==> src/rtl/trng_block_packer.sv <==
// trng_block_packer: packs raw TRNG samples into 128-bit blocks for the AES
// post-processor. Two 128-bit buffers ping-pong so sampling keeps going while
// the downstream block is being consumed; samples that find both buffers full
// are dropped and counted in a saturating counter.
// Optional feature: define TRNG_RCT_EN to enable the repetition-count health
// test (sticky o_alarm, cleared by i_clear_alarm). Without it o_alarm is 0.
module trng_block_packer #(
  parameter int SAMPLE_W   = 1,
  parameter int RCT_CUTOFF = 21,
  parameter int DROP_CNT_W = 16
) (
  input  logic                  i_clk,
  input  logic                  i_reset_n,
  input  logic                  i_enable,
  input  logic                  i_sample_valid,
  input  logic [SAMPLE_W-1:0]   i_sample,
  input  logic                  i_consumed,
  input  logic                  i_clear_alarm,
  output logic [127:0]          o_dat,
  output logic                  o_valid,
  output logic [DROP_CNT_W-1:0] o_dropped,
  output logic                  o_alarm
);

  localparam int NS    = 128 / SAMPLE_W;
  localparam int CNT_W = (NS > 1) ? $clog2(NS) : 1;
  localparam logic [CNT_W-1:0] CNT_LAST = CNT_W'(NS - 1);

  logic [1:0][127:0]     blk_q, blk_d;
  logic [1:0]            full_q, full_d;
  logic                  wr_sel_q, wr_sel_d;
  logic                  rd_sel_q, rd_sel_d;
  logic [CNT_W-1:0]      cnt_q, cnt_d;
  logic [DROP_CNT_W-1:0] dropped_q, dropped_d;
  logic                  valid_q, valid_d;
  logic [127:0]          dat_q, dat_d;

  logic samp_req, accept, drop, consume, halt, rct_trip;

`ifdef TRNG_RCT_EN
  localparam int REP_W = $clog2(RCT_CUTOFF + 1);

  logic                alarm_q, alarm_d;
  logic [REP_W-1:0]    rep_q, rep_d, rep_nxt;
  logic [SAMPLE_W-1:0] prev_q, prev_d;
  logic                prev_vld_q, prev_vld_d;

  assign halt    = alarm_q;
  assign o_alarm = alarm_q;
`else
  // No health test: alarm input and cutoff are intentionally unused.
  logic [31:0] unused_cfg;
  assign unused_cfg = {31'(RCT_CUTOFF), i_clear_alarm};
  assign halt       = 1'b0;
  assign o_alarm    = 1'b0;
`endif

  // Full flag is sampled before the edge: a buffer freed this cycle is not writable yet.
  assign samp_req = i_enable & i_sample_valid;
  assign accept   = samp_req & ~full_q[wr_sel_q] & ~halt;
  assign drop     = samp_req & full_q[wr_sel_q];
  assign consume  = i_consumed & valid_q;

  // Next-state: fill, completion, drop count, handshake and health test.
  always_comb begin
    blk_d     = blk_q;
    full_d    = full_q;
    wr_sel_d  = wr_sel_q;
    rd_sel_d  = rd_sel_q;
    cnt_d     = cnt_q;
    dropped_d = dropped_q;
    rct_trip  = 1'b0;
`ifdef TRNG_RCT_EN
    alarm_d    = alarm_q;
    rep_d      = rep_q;
    rep_nxt    = rep_q;
    prev_d     = prev_q;
    prev_vld_d = prev_vld_q;
`endif

    if (accept) begin
      blk_d[wr_sel_q][cnt_q*SAMPLE_W +: SAMPLE_W] = i_sample;
`ifdef TRNG_RCT_EN
      rep_nxt    = (prev_vld_q && (i_sample == prev_q)) ? rep_q + 1'b1 : REP_W'(1);
      rep_d      = rep_nxt;
      prev_d     = i_sample;
      prev_vld_d = 1'b1;
      rct_trip   = (rep_nxt >= REP_W'(RCT_CUTOFF));
      if (rct_trip) alarm_d = 1'b1;
`endif
      // A health-test trip throws away the partial fill instead of completing it.
      if (rct_trip) begin
        cnt_d = '0;
      end else if (cnt_q == CNT_LAST) begin
        cnt_d            = '0;
        full_d[wr_sel_q] = 1'b1;
        wr_sel_d         = ~wr_sel_q;
      end else begin
        cnt_d = cnt_q + 1'b1;
      end
    end

    if (drop && (dropped_q != {DROP_CNT_W{1'b1}}))
      dropped_d = dropped_q + 1'b1;

    // Completion and consume never touch the same buffer, so both apply.
    if (consume) begin
      full_d[rd_sel_q] = 1'b0;
      rd_sel_d         = ~rd_sel_q;
    end

`ifdef TRNG_RCT_EN
    if (i_clear_alarm) begin
      alarm_d    = 1'b0;
      rep_d      = '0;
      prev_vld_d = 1'b0;
    end
`endif

    // Outputs registered from next state: valid the cycle after the last accept.
    valid_d = full_d[rd_sel_d];
    dat_d   = blk_d[rd_sel_d];
  end

  // State registers with asynchronous active-low clear.
  always_ff @(posedge i_clk or negedge i_reset_n) begin
    if (!i_reset_n) begin
      blk_q     <= '0;
      full_q    <= '0;
      wr_sel_q  <= 1'b0;
      rd_sel_q  <= 1'b0;
      cnt_q     <= '0;
      dropped_q <= '0;
      valid_q   <= 1'b0;
      dat_q     <= '0;
    end else begin
      blk_q     <= blk_d;
      full_q    <= full_d;
      wr_sel_q  <= wr_sel_d;
      rd_sel_q  <= rd_sel_d;
      cnt_q     <= cnt_d;
      dropped_q <= dropped_d;
      valid_q   <= valid_d;
      dat_q     <= dat_d;
    end
  end

`ifdef TRNG_RCT_EN
  // Health-test state.
  always_ff @(posedge i_clk or negedge i_reset_n) begin
    if (!i_reset_n) begin
      alarm_q    <= 1'b0;
      rep_q      <= '0;
      prev_q     <= '0;
      prev_vld_q <= 1'b0;
    end else begin
      alarm_q    <= alarm_d;
      rep_q      <= rep_d;
      prev_q     <= prev_d;
      prev_vld_q <= prev_vld_d;
    end
  end
`endif

  assign o_valid   = valid_q;
  assign o_dat     = dat_q;
  assign o_dropped = dropped_q;

endmodule

==> config.mk <==
export PLATFORM = sky130hd
export DESIGN_NAME = trng_block_packer
export DESIGN_NICKNAME = d
export VERILOG_FILES = /design/src/rtl/trng_block_packer.sv
export SDC_FILE = /design/constraint.sdc
export NUM_CORES = 1
export LEC_CHECK = 0
export BUFFER_PORTS_ARGS = -buffer_cell sky130_fd_sc_hd__buf_4
export CAP_MARGIN = 20
export CORE_ASPECT_RATIO = 2
export CORE_MARGIN = 2
export CORE_UTILIZATION = 45
export CTS_CLUSTER_DIAMETER = 200
export DETAILED_ROUTE_END_ITERATION = 12
export PLACE_DENSITY = 0.66
export SYNTH_ARGS = -nofsm -noshare
export SYNTH_HDL_FRONTEND = slang
export SYNTH_SLANG_ARGS = --single-unit
export TNS_END_PERCENT = 30
==> constraint.sdc <==
create_clock -name i_clk -period 3.32 [get_ports i_clk]
set_clock_uncertainty 0.2 [all_clocks]
set_input_delay 0.166 -clock i_clk [delete_from_list [all_inputs] [get_ports i_clk]]
set_output_delay 0.166 -clock i_clk [all_outputs]
set_load 0.01 [all_outputs]
==> impl_results.md <==
* Status: finished, final reports clean
* Syn Area/Cell at 11.2 sq um
* Total area of sequential cells at 10300 sq um
* Synthesized area at 17500 sq um
* Root buf cell: clkbuf_16
* Slew Limit Fails at 0
* Clk sinks at 412
* DRT Pass-1 Iters at 7
* DRT iter0 DRCs at 935
* EDFF count, synth at 0
* Switching part of the total power at 32.8%
* Most common cell after layout, fill and taps aside: dfrtp_1
* Final setup fails at 0
* Vias in the first global route at 13857
* Reg2Reg Setup Slack at 0.07 ns
* Max Clk Rate at 308 MHz
* Cells after Synth at 1566
* Worst-Skew Late Latency at 0.55 ns
* Global-route wire length before repair at 78.7 mm
* Final hold violations at 0
* Synthesis-stage register bit count at 412
* CP arrival at 3.44 ns
* Slew margin rel. at 40.6%
* CTS tree: done
* DP Area at 20000 sq um
* CP Capture Type: register
* Combinational share of power at 28.7%
* CP delay by family, top: simple AND/OR/NAND/NOR gates
* Internal at 9.54 mW
* Placed Cells at 2246
* Pwr dens at 663 nW/um^2
* DRC Markers at 0
* Minimum clock period at 3.25 ns
* Total GRT Usage at 25.1%
* Clk pwr share at 32.6%
* Area of the multi-input gates at 6790 sq um
* Crit-path slowest cell: or3_1
* Initial core utilization at 45.5%
* Boundary Pins at 153
* Critical Path Fanout Max at 14
* Final WS setup at 0.0741 ns
* HP Class: primary input to async pin
* Most frequent cells in the layout: 412 x dfrtp_1, 268 x o21ai_0, 261 x buf_4
* Main synth FF type: dfrtp_1
* CP bufs+invs at 1
* Initial antenna violation count at 0
* Worst-case clock buffer depth at 3
* NetSw at 4.66 mW
* Area of the die at 40600 sq um
* Reg clk slew, reported paths at 0.07 ns
* DPL Wire Length at 35.8 mm
* Final WL at 50.4 mm
* Leak at 10.0 nW
* CP max stage delay at 0.55 ns
* Die Wd at 144 um
* Crit path required time at 3.52 ns
* Final ANT Viol Nets at 0
* Final net count at 1783
* Antenna cell count at 0
* Cell Chain, Critical Path: buf_4 -> or3_1 -> o32ai_2 -> or2_2 -> nand3_1 -> o21ai_0 -> a22oi_1
* H-tree depth at 2
* Worst r2r dst: o_dat[56]
* Worst-Margin Slew at 0.887 ns
* FILL cells at 3381
* Util after Layout at 55.5%
* CTS Buf Count at 37
* Area Growth Syn to Fin at 22.1%
* Vias per Instance at 5.76
* Share of synthesized registers carrying an async set or reset at 100%
* Max VDD drop at 0.477 mV
* Min Hold Slack at 0.0197 ns
* Unrepaired setup endpoints after global routing: no
* Yosys cell types at 69
* Yosys Warn Count at 0
* Routed vias at 13370
* Dpl ws at -0.00602 ns
* Die H at 283 um
* Sequential Power Share at 38.7%
* Reg2reg start: cnt_q[1]
* Gpl congestion at 0.919
* Max_cap viols at 0
* IO buf count at 150
* Largest net degree at the start of global routing at 84
* Core area at 38500 sq um
* Crit Path Category: register to register
* Fin area at 21400 sq um
* Grt total ovfl at 0
* Cell Rows at 102
* Type of origin of the critical path: register
* Layout cells sized above 1 at 29.9%
* R2R depth at 7
* Non-Filler Instances at 2321
* Drt wl/cell at 21.7 um
* Tcrit/Tclk final at 97.8%
* Post-Syn Nets at 1577
* Sequential fraction of the synthesis area at 58.8%
[layout make-up]
| cell class | count | area share [%] |
|---|---|---|
| clock buffers | 53 | 5.13 |
| clock inverters | 15 | 0.994 |
| inverters | 9 | 0.170 |
| multi-input cells | 1031 | 31.7 |
| flip-flops and latches | 412 | 48.2 |
| well taps | 520 | 3.04 |
| repair buffers | 281 | 10.8 |
[power by group through the flow]
stage	registers, mW	logic [mW]	clock network, mW
6_report	5.49	4.08	4.63
3_3_place_gp	5.59	3.96	0
5_1_grt	5.52	4.34	4.89
4_1_cts	5.50	4.03	4.71
3_5_place_dp	5.60	4.01	0
2_1_floorplan	5.68	2.08	0
[worst register-to-register path: stages, from the launching register on]
cell and delay (ns):
dfrtp_1 0.38, buf_4 0.16, or3_1 0.55, o32ai_2 0.48, or2_2 0.34, nand3_1 0.35
o21ai_0 0.46, a22oi_1 0.21
[registers in the layout, summed over array words and instances (netlist names)]
signal and cells:
cnt_q 7, full_q 2, o_dropped 16, o_dat 128
o_valid 1, rd_sel_q 1, blk_q 256, wr_sel_q 1
[cell families after synthesis]
group / after synthesis / synth area share [%]
compound gates: 495 / 17.1
xor+xnor: 21 / 1.05
fa+ha+maj: 4 / 0.286
buf+inv: 123 / 3.03
flops: 412 / 58.8
mux: 153 / 9.81
other cells: 1 / 0.0214
simple gates: 357 / 9.82
[synthesized netlist by cell type (all sizes together), types with 2 or more instances]
| cell type | instances | area (sq um) |
|---|---|---|
| nor3b | 3 | 22.5 |
| and3 | 8 | 50.1 |
| nor3 | 70 | 382 |
| o32ai | 4 | 50.1 |
| or4 | 2 | 18.8 |
| o31ai | 55 | 443 |
| o21ai | 321 | 1640 |
| mux2i | 3 | 30.0 |
| a22oi | 2 | 15.0 |
| xnor2 | 16 | 140 |
| a2bb2oi | 2 | 17.5 |
| dfrtp | 412 | 10300 |
| nand3 | 44 | 230 |
| mux2 | 150 | 1690 |
| a21boi | 3 | 22.5 |
| clkbuf | 82 | 308 |
| o211a | 2 | 20.0 |
| o41ai | 6 | 52.6 |
| a22o | 2 | 17.5 |
| a32oi | 21 | 184 |
| nand2 | 122 | 458 |
| a31oi | 31 | 194 |
| nor2b | 2 | 12.5 |
| a211o | 2 | 17.5 |
| a21oi | 10 | 57.6 |
| o21a | 2 | 15.0 |
| a211oi | 19 | 153 |
| inv | 9 | 33.8 |
| nand2b | 7 | 43.8 |
| or3 | 5 | 31.3 |
| or2 | 3 | 18.8 |
| and4 | 5 | 43.8 |
| nor2 | 67 | 262 |
| and2 | 7 | 43.8 |
| ha | 4 | 50.1 |
| buf | 32 | 190 |
| o211ai | 6 | 50.1 |
| nor4 | 2 | 27.5 |
| nand4 | 6 | 37.5 |
| o22ai | 3 | 25.0 |
| xor2 | 5 | 43.8 |
[worst max path at each step]
stage | startpoint | end | cells after the start
after detailed placement | cnt_q[1] | o_dat[99] | 8
after global placement | cnt_q[1] | o_dat[123] | 8
after floorplan | cnt_q[0] | o_dat[27] | 13
after CTS | cnt_q[1] | o_dat[104] | 11
final | cnt_q[1] | o_dat[56] | 7
after global routing | cnt_q[1] | o_dat[99] | 8
[metal layers]
metal | share of wire, % | track usage, % | vias up
met4 | 6.9 | 15.1 | 0
li1 | - | - | 6085
met3 | 4.0 | 2.60 | 158
met2 | 53 | 44.7 | 433
met5 | 0 | 0 | -
met1 | 36 | 28.4 | 6694
[repair_timing]
item                                    in CTS  in global routing
hold buffers                                 5                  0
pin swaps                                    0                  1
setup buffers                                0                  2
endpoints found under the hold margin      132                  0
resized for setup                            2                  6
endpoints found under the setup margin       3                 51
[stage by stage]
stage                     power, mW  setup TNS (ns)
after detailed placement       9.61        -0.00810
after global routing           14.8               0
after CTS                      14.3               0
after floorplan                7.77               0
final                          14.2               0
after global placement         9.55               0
No activity file was read; power rests on OpenSTA's default activity.
